<file path="src/rtl/usb_control_mul_arbiter.sv">
// Round-robin arbiter that shares one two-stage multiplier/shifter cell among NUM_REQ requesters.
// Tracks requester IDs and op flags through the cell pipe and returns results on one response port.
module usb_control_mul_arbiter #(
  parameter int unsigned NUM_REQ = 4,
  parameter int unsigned ID_W    = 2
) (
  input  logic                    clk,
  input  logic                    reset,
  input  logic [NUM_REQ-1:0]      req_valid,
  output logic [NUM_REQ-1:0]      req_ready,
  input  logic [32*NUM_REQ-1:0]   req_src1,
  input  logic [32*NUM_REQ-1:0]   req_src2,
  input  logic [2*NUM_REQ-1:0]    req_sign,
  input  logic [2*NUM_REQ-1:0]    req_op,
  output logic                    resp_valid,
  input  logic                    resp_ready,
  output logic [ID_W-1:0]         resp_id,
  output logic [31:0]             resp_data,
  output logic [31:0]             cell_src1,
  output logic [31:0]             cell_src2,
  output logic                    cell_src1_signed,
  output logic                    cell_src2_signed,
  output logic                    cell_m_en,
  output logic                    cell_a_en,
  output logic                    cell_rotate,
  output logic                    cell_shift_right,
  output logic                    cell_reset_n,
  input  logic [31:0]             cell_result
);

  logic            m_vld_q, a_vld_q;
  logic [ID_W-1:0] m_id_q, a_id_q, rr_ptr_q;
  logic [1:0]      m_op_q;

  logic            stall;
  logic            found;
  logic            grant;
  int              win_idx;
  int              sel_idx;
  logic [ID_W-1:0] win_id;
  logic [1:0]      win_op;

  assign stall = a_vld_q & ~resp_ready;

  // First valid requester at or after rr_ptr, wrapping.
  always_comb begin
    int idx;
    idx     = 0;
    found   = 1'b0;
    win_idx = 0;
    for (int k = 0; k < int'(NUM_REQ); k++) begin
      idx = int'(rr_ptr_q) + k;
      if (idx >= int'(NUM_REQ)) idx = idx - int'(NUM_REQ);
      if (!found && req_valid[idx]) begin
        found   = 1'b1;
        win_idx = idx;
      end
    end
  end

  assign grant   = found & ~stall & ~reset;
  assign win_id  = ID_W'(win_idx);
  // Without a winner the E-stage mux parks on rr_ptr; m_vld loads 0 so the values are unused.
  assign sel_idx = found ? win_idx : int'(rr_ptr_q);

  always_comb begin
    req_ready = '0;
    if (grant) req_ready[win_idx] = 1'b1;
  end

  assign cell_src1        = req_src1[32*sel_idx +: 32];
  assign cell_src2        = req_src2[32*sel_idx +: 32];
  assign cell_src1_signed = req_sign[2*sel_idx];
  assign cell_src2_signed = req_sign[2*sel_idx+1];
  assign win_op           = req_op[2*sel_idx +: 2];

  assign cell_m_en        = reset | ~stall;
  assign cell_a_en        = reset | ~stall;
  assign cell_reset_n     = ~reset;
  assign cell_rotate      = m_op_q[1] & m_vld_q & ~reset;
  assign cell_shift_right = m_op_q[0] & m_vld_q & ~reset;

  assign resp_valid = a_vld_q & ~reset;
  assign resp_id    = a_id_q;
  assign resp_data  = cell_result;

  always_ff @(posedge clk) begin
    if (reset) begin
      m_vld_q  <= 1'b0;
      a_vld_q  <= 1'b0;
      m_id_q   <= '0;
      a_id_q   <= '0;
      m_op_q   <= 2'b00;
      rr_ptr_q <= '0;
    end else if (!stall) begin
      m_vld_q <= grant;
      m_id_q  <= win_id;
      m_op_q  <= win_op;
      a_vld_q <= m_vld_q;
      a_id_q  <= m_id_q;
      if (grant) begin
        rr_ptr_q <= (win_id == ID_W'(NUM_REQ - 1)) ? '0 : win_id + ID_W'(1);
      end
    end
  end

endmodule

</file>
<file path="config.mk">
export PLATFORM = sky130hd
export DESIGN_NAME = usb_control_mul_arbiter
export DESIGN_NICKNAME = d
export VERILOG_FILES = /design/src/rtl/usb_control_mul_arbiter.sv
export SDC_FILE = /design/constraint.sdc
export NUM_CORES = 1
export LEC_CHECK = 0
export BUFFER_PORTS_ARGS = -buffer_cell sky130_fd_sc_hd__clkbuf_2
export CAP_MARGIN = 20
export CORE_AREA = 2 2 165 167
export DETAILED_ROUTE_END_ITERATION = 8
export DIE_AREA = 0 0 167 169
export GPL_ROUTABILITY_DRIVEN = 0
export PLACE_DENSITY = 0.42
export SYNTH_ARGS = -nofsm -noshare
export SYNTH_HDL_FRONTEND = slang
export SYNTH_SLANG_ARGS = --single-unit
export TNS_END_PERCENT = 1
</file>
<file path="constraint.sdc">
create_clock -name clk -period 3.7 [get_ports clk]
set_input_delay 0.74 -clock clk [delete_from_list [all_inputs] [get_ports clk]]
set_output_delay 0.74 -clock clk [all_outputs]
set_load 0.05 [all_outputs]
</file>
==> run summary <==
worst path bufs/invs = 6
Yosys Warn Count = 0
vias in the first global route = 4635
ANT nets after route = 0
NumNets Final = 1116
TritonCTS buffer count = 3
CP startpoint kind = register
total number of vias = 4665
Die X = 167 µm
Max Cap Viol = 0
die height = 169 µm
register area share after synthesis = 0.0549
Area growth, synth to finish = 88.4%
core area = 26500 µm²
DR iter-0 viols = 102
Clk Latency, worst-skew pair = 230 ps
Netlist cell types = 42
crit path kind = register to output pin
CTS root buffer = clkbuf_16
fill count = 2927
outcome = finished, violations left
routed wire length = 16.9 mm
Pins Over Slew Limit = 0
Initial Util = 0.138
CTS max path bufs = 2
Worst-path clk slew = 40 ps
largest family of logic cells by synthesized area = multiplexers
CTS tree = yes
gr ovfl total = 0
EDFF count, synth = 0
I/O Pins = 421
post-synth top area share = 0.195
Seq cells post-synth = 10
Fin. Hold Viols = 0
Syn Area/Cell = 8.43 µm²
simple-gate share of the synthesized area = 0.102
failing checks = negative setup slack
crit path cell chain = inv_2 -> ha_4 -> mux4_2 -> or3_4 -> o22ai_4 -> buf_6 -> buf_12 -> buf_4 -> mux2_1 -> nor2_1 -> a211oi_1 -> buf_4 -> buf_12
endpoints failing setup = 59
max incr delay on CP = 500 ps
fin util = 0.259
final routed DRC violation total = 0
Top delay family on crit path = multiplexers
1st-pass router iterations = 4
multiplexer area fraction after synthesis = 0.442
post-synthesis async set-or-reset flop share = 0
Worst-Margin Slew = 465 ps
die area = 28200 µm²
xor/xnor cell area share of the yosys netlist = 0
Critical Path RT = 2960 ps
Gate Count Post-Synth = 433
Critical Path Sink Type = output pin
Hold Buf Count CTS = 0
Compound-Gate Fraction of Synth Area = 0.202
relative slew slack = 0.687
crit path max-delay cell type = mux4_2
Worst EP arrival = 3120 ps
clock sinks = 10
fmax = 0.259 GHz
layout cells sized above 1 = 0.683
CTS H-tree lvls = 1
Yosys top cell by area = mux2i_1
Hold Crit Class = register to register
vias per inst = 4.11
skew final = 0.806 ps
# port buffers = 356
Period minus WS final = 3860 ps
gr usage total = 0.110
hpwl dp = 14.1 mm
synth top area cells = mux2i_1 19%, a211oi_1 13%, mux2_2 12%
first-pass GRT wire length = 25.1 mm
Synth Cell Area = 3650 µm²
RSZ-0062 raised after global routing = true
CP max FO = 7
Synth Area in Adders = 0.0309
Setup WS post-layout = -162 ps
largest net degree at the start of global routing = 61
most used cells in the layout excluding fill and tap cells = 286 x clkbuf_2, 95 x buf_4, 71 x mux2i_1, 51 x a211oi_1, 49 x nor2_1
DR WL/cell = 14.9 µm
initial antenna violation count = 1
period utilisation layout = 1.04
Cell Rows = 60
commonest non-fill, non-tap cell in the layout = clkbuf_2
syn nets = 753
Top FF cell, synth = dfxtp_1
==> logic make-up (layout without fill, tap and decap cells) <==
group,after synthesis,count (layout)
AND/OR/NAND/NOR,87,87
buffers and inverters,85,446
AO/OA/AOI/OAI,97,97
adder cells (fa/ha/maj),9,9
multiplexers,145,145
other,0,1
flip-flops,10,10
==> through the flow <==
stage | setup TNS, ps | hold slack [ps] | cells | setup WS (ps) | instance area [µm²]
after floorplan | -76420 | 434 | 433 | -1180 | 3650
after global routing | -12290 | 479 | 1135 | -275 | 6870
after detailed placement | -7950 | 450 | 1120 | -175 | 6240
after CTS | -7210 | 459 | 1132 | -179 | 6720
after global placement | -6940 | 445 | 1120 | -162 | 6240
final | -4610 | 455 | 1136 | -162 | 6880
==> final timing paths <==
| kind | cells past startpoint | slack [ps] | from | endpoint |
|---|---|---|---|---|
| hold / removal | 1 | 450 | m_op_q[0] | m_op_q[0] |
| setup reg to reg | 10 | 870 | rr_ptr_q[0] | m_op_q[0] |
| hold reg to reg | 1 | 450 | m_op_q[0] | m_op_q[0] |
| setup / recovery | 13 | -160 | rr_ptr_q[0] | cell_src1[7] |
==> final cells by class <==
| class | count | area (µm²) | area share |
|---|---|---|---|
| Antenna cell | 1 | 2.50 | 0.000364 |
| Sequential cell | 10 | 203 | 0.0295 |
| Tap cell | 341 | 427 | 0.0621 |
| Clock buffer | 3 | 75.1 | 0.0109 |
| Inverter | 9 | 33.8 | 0.00491 |
| Multi-Input combinational cell | 338 | 3080 | 0.447 |
| Timing Repair Buffer | 434 | 3060 | 0.445 |
==> sequential cells by signal, indices dropped and copies added (netlist names) <==
name	cells
a_vld_q	1
m_id_q	2
m_op_q	2
m_vld_q	1
resp_id	2
rr_ptr_q	2
==> repair_timing <==
item | in CTS | in global routing
setup endpoints to repair | 70 | 70
buffers inserted | 8 | 2
resized for setup | 97 | 71
pin swaps | 14 | 8
cloned | 1 | 1
endpoints found under the hold margin | 0 | 0
==> synth_stat cells, types with 7 or more instances <==
| cell | n |
|---|---|
| mux2i_1 | 71 |
| nor2_1 | 66 |
| a211oi_1 | 63 |
| mux2_2 | 38 |
| buf_4 | 34 |
| mux2_1 | 30 |
| clkbuf_1 | 19 |
| dfxtp_1 | 10 |
| ha_1 | 9 |
| inv_1 | 9 |
| buf_6 | 7 |
==> per-layer routing <==
layer / GRT usage / share of wire / vias to the layer above
li1: - / - / 2304
met3: 0.0271 / 0.080 / 26
met2: 0.201 / 0.51 / 235
met4: 0.0214 / 0.018 / 2
met5: 0 / 0.00071 / -
met1: 0.130 / 0.39 / 2098
Power is not shown: default switching activity piles up to over one toggle a cycle in this logic, so the estimate is an artifact.
